`src/rtl/scan_pkg.sv`:
```
// Shared types and default sizing for the scan chain controller.
package scan_pkg;

  localparam int SCAN_CHAIN_LEN      = 8;
  localparam int SCAN_CAPTURE_CYCLES = 1;

  typedef enum logic [2:0] {
    ST_IDLE      = 3'd0,
    ST_SHIFT_IN  = 3'd1,
    ST_CAPTURE   = 3'd2,
    ST_SHIFT_OUT = 3'd3,
    ST_DONE      = 3'd4
  } scan_state_t;

endpackage

```
`src/rtl/scan_shift_reg.sv`:
```
// Generic shift register: parallel load, shifts toward bit 0.
// Used as PISO (read bit 0 as serial out) and as SIPO (first sample
// shifted in ends up in bit 0 after WIDTH shifts).
module scan_shift_reg #(
  parameter int WIDTH = 8
) (
  input  logic             clk,
  input  logic             rst_n,
  input  logic             load_i,
  input  logic [WIDTH-1:0] load_data_i,
  input  logic             shift_i,
  input  logic             sin_i,
  output logic [WIDTH-1:0] q_o
);

  logic [WIDTH-1:0] data_q;

  // Load has priority over shift; new serial bits enter at the MSB.
  always_ff @(posedge clk or negedge rst_n) begin
    if (!rst_n) begin
      data_q <= {WIDTH{1'b0}};
    end else if (load_i) begin
      data_q <= load_data_i;
    end else if (shift_i) begin
      data_q <= {sin_i, data_q[WIDTH-1:1]};
    end else begin
      data_q <= data_q;
    end
  end

  assign q_o = data_q;

endmodule

```
`src/rtl/scan_chain_ctrl.sv`:
```
// Scan test controller: shifts a pattern into the chain, captures for a
// configurable number of functional cycles, shifts the response out and
// reports a masked pass/fail verdict.
module scan_chain_ctrl
  import scan_pkg::*;
#(
  parameter int CHAIN_LEN      = SCAN_CHAIN_LEN,
  parameter int CAPTURE_CYCLES = SCAN_CAPTURE_CYCLES
) (
  input  logic                 clk,
  input  logic                 rst_n,
  input  logic                 pat_valid,
  output logic                 pat_ready,
  input  logic [CHAIN_LEN-1:0] pat_data,
  input  logic [CHAIN_LEN-1:0] exp_data,
  input  logic [CHAIN_LEN-1:0] exp_mask,
  output logic                 resp_valid,
  input  logic                 resp_ready,
  output logic [CHAIN_LEN-1:0] resp_data,
  output logic                 resp_fail,
  output logic                 busy,
  output logic                 scan_enable,
  output logic                 scan_in,
  input  logic                 scan_out
);

  localparam int             CW        = $clog2(CHAIN_LEN + 1);
  localparam logic [CW-1:0]  CNT_ZERO  = {CW{1'b0}};
  localparam logic [CW-1:0]  CNT_ONE   = CW'(32'd1);
  localparam logic [CW-1:0]  CNT_CHAIN = CW'(CHAIN_LEN);
  localparam logic [CW-1:0]  CNT_CAP   = CW'(CAPTURE_CYCLES);

  scan_state_t          state_q, state_d;
  logic [CW-1:0]        cnt_q, cnt_d;
  logic [CHAIN_LEN-1:0] exp_q, mask_q;
  logic                 scan_enable_q, scan_enable_d;
  logic                 resp_valid_q, resp_valid_d;
  logic                 resp_fail_q, resp_fail_d;
  logic                 accept_s;
  logic [CHAIN_LEN-1:0] piso_q, sipo_q, sipo_next_s;
  logic [CHAIN_LEN-2:0] piso_unused_s;

  function automatic logic masked_fail(input logic [CHAIN_LEN-1:0] resp,
                                       input logic [CHAIN_LEN-1:0] expv,
                                       input logic [CHAIN_LEN-1:0] mask);
    return |((resp ^ expv) & mask);
  endfunction

  assign accept_s    = pat_valid && (state_q == ST_IDLE);
  assign sipo_next_s = {scan_out, sipo_q[CHAIN_LEN-1:1]};

  // Stimulus PISO: bit 0 drives scan_in directly; it drains to zeros
  // after CHAIN_LEN shifts, so scan_in stays 0 outside SHIFT_IN.
  scan_shift_reg #(.WIDTH(CHAIN_LEN)) u_piso (
    .clk         (clk),
    .rst_n       (rst_n),
    .load_i      (accept_s),
    .load_data_i (pat_data),
    .shift_i     (state_q == ST_SHIFT_IN),
    .sin_i       (1'b0),
    .q_o         (piso_q)
  );

  // Response SIPO: samples scan_out on every SHIFT_OUT edge.
  scan_shift_reg #(.WIDTH(CHAIN_LEN)) u_sipo (
    .clk         (clk),
    .rst_n       (rst_n),
    .load_i      (accept_s),
    .load_data_i ({CHAIN_LEN{1'b0}}),
    .shift_i     (state_q == ST_SHIFT_OUT),
    .sin_i       (scan_out),
    .q_o         (sipo_q)
  );

  assign piso_unused_s = piso_q[CHAIN_LEN-1:1];

  // Next-state, counter and registered-output decode.
  always_comb begin
    state_d = state_q;
    cnt_d   = (cnt_q != CNT_ZERO) ? (cnt_q - CNT_ONE) : CNT_ZERO;
    case (state_q)
      ST_IDLE: begin
        if (accept_s) begin
          state_d = ST_SHIFT_IN;
          cnt_d   = CNT_CHAIN;
        end else begin
          state_d = ST_IDLE;
        end
      end
      ST_SHIFT_IN: begin
        if (cnt_q == CNT_ONE) begin
          state_d = ST_CAPTURE;
          cnt_d   = CNT_CAP;
        end else begin
          state_d = ST_SHIFT_IN;
        end
      end
      ST_CAPTURE: begin
        if (cnt_q == CNT_ONE) begin
          state_d = ST_SHIFT_OUT;
          cnt_d   = CNT_CHAIN;
        end else begin
          state_d = ST_CAPTURE;
        end
      end
      ST_SHIFT_OUT: begin
        if (cnt_q == CNT_ONE) begin
          state_d = ST_DONE;
        end else begin
          state_d = ST_SHIFT_OUT;
        end
      end
      ST_DONE: begin
        if (resp_valid_q && resp_ready) begin
          state_d = ST_IDLE;
        end else begin
          state_d = ST_DONE;
        end
      end
      default: begin
        state_d = ST_IDLE;
        cnt_d   = CNT_ZERO;
      end
    endcase

    // Outputs follow the next state so they change on the same edge.
    scan_enable_d = (state_d == ST_SHIFT_IN) || (state_d == ST_SHIFT_OUT);
    resp_valid_d  = (state_d == ST_DONE);
    if (accept_s) begin
      resp_fail_d = 1'b0;
    end else if ((state_q == ST_SHIFT_OUT) && (state_d == ST_DONE)) begin
      resp_fail_d = masked_fail(sipo_next_s, exp_q, mask_q);
    end else begin
      resp_fail_d = resp_fail_q;
    end
  end

  // State, counter, latched expectation and registered outputs.
  always_ff @(posedge clk or negedge rst_n) begin
    if (!rst_n) begin
      state_q       <= ST_IDLE;
      cnt_q         <= CNT_ZERO;
      exp_q         <= {CHAIN_LEN{1'b0}};
      mask_q        <= {CHAIN_LEN{1'b0}};
      scan_enable_q <= 1'b0;
      resp_valid_q  <= 1'b0;
      resp_fail_q   <= 1'b0;
    end else begin
      state_q       <= state_d;
      cnt_q         <= cnt_d;
      scan_enable_q <= scan_enable_d;
      resp_valid_q  <= resp_valid_d;
      resp_fail_q   <= resp_fail_d;
      if (accept_s) begin
        exp_q  <= exp_data;
        mask_q <= exp_mask;
      end else begin
        exp_q  <= exp_q;
        mask_q <= mask_q;
      end
    end
  end

  assign scan_enable = scan_enable_q;
  assign scan_in     = piso_q[0];
  assign resp_valid  = resp_valid_q;
  assign resp_data   = sipo_q;
  assign resp_fail   = resp_fail_q;
  assign pat_ready   = (state_q == ST_IDLE);
  assign busy        = (state_q != ST_IDLE);

endmodule
```
`config.mk`:
```
export PLATFORM = sky130hd
export DESIGN_NAME = scan_chain_ctrl
export DESIGN_NICKNAME = d
export VERILOG_FILES = /design/src/rtl/scan_pkg.sv /design/src/rtl/scan_shift_reg.sv /design/src/rtl/scan_chain_ctrl.sv
export SDC_FILE = /design/constraint.sdc
export NUM_CORES = 1
export LEC_CHECK = 0
export BUFFER_PORTS_ARGS = -buffer_cell sky130_fd_sc_hd__buf_2
export CORE_ASPECT_RATIO = 0.8
export CORE_MARGIN = 1
export CORE_UTILIZATION = 45
export DETAILED_ROUTE_END_ITERATION = 6
export GPL_ROUTABILITY_DRIVEN = 1
export GPL_TIMING_DRIVEN = 0
export PLACE_DENSITY = 0.68
export REMOVE_ABC_BUFFERS = 1
export SETUP_SLACK_MARGIN = 0.5
export SKIP_CTS_REPAIR_TIMING = 1
export SYNTH_ARGS = -nofsm -noshare
export SYNTH_HDL_FRONTEND = slang
export SYNTH_SLANG_ARGS = --single-unit
```
`constraint.sdc`:
```
create_clock -name clk -period 4.26 [get_ports clk]
set_input_delay 0.852 -clock clk [delete_from_list [all_inputs] [get_ports clk]]
set_output_delay 0.852 -clock clk [all_outputs]
set_load 0.02 [all_outputs]
```
* After elaboration in Yosys (flattened, before gate mapping)
Index checks and enable logic that the tools add are counted.
** Operators by class
- Bitwise operators :: 2
- Reduce and logical (&&, ||, !) cells :: 12
- Mux-type cells :: 17
- Add/subtract/negate cells :: 1
- Eq/ne operators :: 8
** Operators with widths (count)
- 8-bit 2-to-1 mux :: 4
- 4-bit 2-to-1 mux :: 4
- 4-bit one-hot mux with 4 select lines :: 1
- 3-bit one-hot mux with 5 select lines :: 1
- 3-bit by 2-bit == test with 1-bit output (second input constant) :: 3
- 8-bit bitwise AND :: 1
- 8-bit OR reduction :: 1
- 8-bit bitwise XOR :: 1
- 3-bit by 1-bit == test with 1-bit output (second input constant) :: 2
- 3-bit == test (second input constant) :: 2
- 3-bit 2-to-1 mux :: 2
- 2-bit nonzero test :: 3
- 4-bit by 1-bit == test with 1-bit output (second input constant) :: 1
- 1-bit 2-to-1 mux :: 4
- 4-bit nonzero test :: 1
- 4-bit by 1-bit subtractor with 4-bit output (second input constant) :: 1
- 1-bit logical AND :: 3
- 3-bit zero test :: 1
- 3-bit nonzero test :: 1
- 2-bit 2-to-1 mux :: 1
- 2-bit OR reduction :: 1
- 1-bit logical OR :: 1
** Storage, ports and cells
- Input bits :: 29
- Flip-flop bits (word level) :: 42
- Word-level logic and storage cells :: 49

* Logic depth before layout (Yosys ltp)
- Depth in word-level cells :: 8
- Mapped depth :: 7
- Depth with buffers taken out :: 4

* Cells and area by module
From an unflattened synthesis, not the netlist that was laid out.
** Second synthesis, totals
- Cells, all modules :: 169
- Area, all modules :: 1991.9 um2
** By module, submodules not included
- scan_chain_ctrl :: instances 1, cells each 101, area an instance 1246.2 um2
- scan_shift_reg :: instances 2, cells each 34, area an instance 372.9 um2

* Least setup slack after synthesis
OpenSTA, ideal clock, no wires.
- Path kind :: register to output
- Start point :: register state_q[2]
- End point :: output pat_ready
- Data arrival time :: 1.223 ns
- Required time :: 3.408 ns
- Path buffers :: 1
- Slack :: 2.185 ns
- Stages on the path, launching flop included :: 4
- Cells stage by stage :: dfrtp_1 -> clkbuf_1 -> or3_1 -> inv_1
** On the way
- Cells in the longest elaborated chain, start to end :: 1
** RTL lines
- start: declaration :: line scan_chain_ctrl.sv:33 : scan_state_t state_q, state_d;
- start signal: assignment :: line scan_chain_ctrl.sv:149 : state_q <= state_d;
- 3-bit zero test :: line scan_chain_ctrl.sv:169 : assign pat_ready = (state_q == ST_IDLE);
- end: declaration :: line scan_chain_ctrl.sv:13 : output logic pat_ready,
No other way between the ends.

* Worst setup path after layout
- Start point :: register state_q[1]
- End point :: output pat_ready
Same word-level chain as after synthesis.

==> out/metrics.cfg <==
[power]
p_seq_frac = 0.432
clkPwrFrac = 0.172
cellLeakagePower_nw = 1.189
comb_power_share = 0.396
power.internal_mw = 1.056
irDropWorstVdd_mv = 0.3644
p_sw_mw = 0.6445
switching_share = 0.3789
finalPower_mw = 1.701
powerDensity_nw_per_um2 = 756.9

[setup_path]
path_max_fanout = 11
r2r-start = state_q[1]$_DFF_PN0_
criticalPathCategory = flip-flop to output port
worstPathRequired_ns = 3.41
critical_path_buf_inv_count = 2
cp_top_family = flip-flops
cp-start-kind = flip-flop
worst-path-stages = 3
crit_chain = or3_1, inv_1, buf_2
r2r_cells = 3
cp.arrival_ns = 1.43
end_kind = output port
cp-startpoint = state_q[1]$_DFF_PN0_
crit_slowest_cell = dfrtp_1
worst_path_largest_cell_delay_ns = 0.51

[cts]
ctsHtreeMaxLevel = 2
root_buffer = clkbuf_8
clock_sinks = 42
cts_tree = yes
path_clk_slew_ns = 0.07
cts_buffer_depth = 2
clkLatencyLatePin_ns = 0.29
numCtsBuffers = 5

[logic_synthesis]
synth_top_family_by_area = multiplexers
ys_seq_elements = 42
synthCells = 154
synth-xor-area-share = 0.05013
synthSimpleGateAreaFrac = 0.1042
ys_types = 33
synthMuxAreaShare = 0.1354
netlist_area_um2 = 1922
synth-adder-area-share = 0
syn_avg_cell_area_um2 = 12.48
ys_seq_area_frac = 0.5469
yosys_warnings = 0
synth-compound-area-share = 0.1283

[drt]
drcViolationCount = 0
wire_per_inst_um = 14.00
avgViaCountPerCell = 5.219
wl_mm = 3.515
drt_iter0_drc = 83
vias = 1310
dr.pass1.iters = 5
ant_nets = 0

[grt]
grt_max_degree = 43
grt_overflow = 0
grt_pass1_wl_mm = 5.954
grt_pass1_vias = 1320
antenna_found_initial = 0
grtUsageTotal = 0.1814

[sta]
setup_violations = 0
fin_worst_skew_ns = 0.003948
slew_headroom = 0.4023
rsz0062_at_grt = false
finalSetupTns_ns = 0
finalCritPeriodShare = 0.5365
period_minus_slack_ns = 2.285
maxSlewViolCount = 0
hold_viol_final = 0
tightest_slew_ns = 0.8965
fmaxAchievable_mhz = 437.5

[floorplanning]
io_pins = 43
rows = 20
start_util = 0.4861
die_area_um2 = 4538
die_h_um = 60.45
die_x_um = 75.07
design.core.area_um2 = 3954

[worst_hold_path]
hold_depth = 1
min_from = u_piso.q_o[0]$_DFFE_PN0P_
holdCritPathClass = flip-flop to flip-flop

[finish]
final_nets = 224
area_growth_pct = 16.93
layout_common_cells = 42 x dfrtp_1, 42 x buf_2, 16 x mux2_1
diodes = 0
drive_gt1_frac = 0.2857

[place]
port_buffers = 42
dpl.hpwl_mm = 2.551
gp_congestion = 0.7938

[run]
maxCapViolations = 0

[status]
status = completed

-- layer usage --
| layer | track usage | vias up | wire length, µm |
|---|---|---|---|
| li1 | - | 630 | - |
| met1 | 0.2310 | 642 | 1696 |
| met2 | 0.3037 | 33 | 1626 |
| met3 | 0.04651 | 5 | 158 |
| met4 | 0.06469 | 0 | 34 |
| met5 | 0 | - | 0 |
-- final cells by class --
cell class / count / area [µm²]
clock buffer: 8 / 110.1
fill: 347 / 1707
inverter: 1 / 3.754
multi-input combinational: 103 / 803.3
sequential: 42 / 1051
tap: 55 / 68.82
timing repair buffer: 42 / 210.2
-- sequential cells by signal, summed over array words and instances, names as in the netlist, 3 cells and up --
signal,cells
exp_q,8
mask_q,8
u_piso.q_o,8
u_sipo.q_o,8
cnt_q,4
state_q,3
-- path summary, 6_finish.rpt --
path | end | slack, ns
worst min register to register | u_piso.q_o[0]$_DFFE_PN0P_ | 0.48
max in group asynchronous | u_piso.q_o[1]$_DFFE_PN0P_ | 3.02
worst max-delay path | pat_ready | 1.97
worst min-delay path | u_piso.q_o[0]$_DFFE_PN0P_ | 0.48
min in group asynchronous | exp_q[7]$_DFFE_PN0P_ | 0.68
worst max register to register | mask_q[1]$_DFFE_PN0P_ | 2.37
-- synthesized netlist by cell type (all sizes together) --
cell    count  area share
nand3b      1      0.0039
nor4b       1      0.0046
o31ai       1      0.0039
a22oi       4       0.016
dfrtp      42        0.55
nand2       3      0.0059
xor2       10       0.046
clkbuf      1      0.0020
buf         7       0.031
or4b        1      0.0072
o21ai       1      0.0026
o22ai       2      0.0065
or3         1      0.0033
inv         1      0.0020
nor2       18       0.049
o31a        1      0.0046
a21oi       9       0.023
nor4        3      0.0098
mux2       16       0.094
nand2b      1      0.0033
a21o        8       0.031
nor3b       1      0.0065
and4        1      0.0046
o21a        1      0.0039
a22o        8       0.036
mux2i       8       0.042
xnor2       1      0.0046
or2         2      0.0065
-- metrics by stage --
stage,cell area [µm²],std cells,setup slack (ns),hold WS [ns],utilization
3_3_place_gp,2137,243,2.180,0.4620,0.5405
3_5_place_dp,2137,243,2.144,0.4641,0.5405
4_1_cts,2247,251,1.960,0.4810,0.5684
2_1_floorplan,1858,146,2.255,0.4496,-
6_report,2247,251,1.975,0.4763,0.5684
5_1_grt,2247,251,1.862,0.5075,0.5684
-- power groups by stage --
stage | registers [mW] | clock network, mW | logic, mW
final | 0.735 | 0.292 | 0.674
after global routing | 0.766 | 0.313 | 0.751
after CTS | 0.736 | 0.299 | 0.684
after detailed placement | 0.743 | 0 | 0.681
after global placement | 0.728 | 0 | 0.654
after floorplan | 0.760 | 0 | 0.457
-- cells by family (layout without fill, tap and decap cells) --
kind of cell | count (synthesis) | count (layout)
compound gates | 35 | 35
mux | 24 | 24
buf+inv | 9 | 51
flops | 42 | 42
simple gates | 33 | 33
xor+xnor | 11 | 11
(Power assumes the default switching activity.)
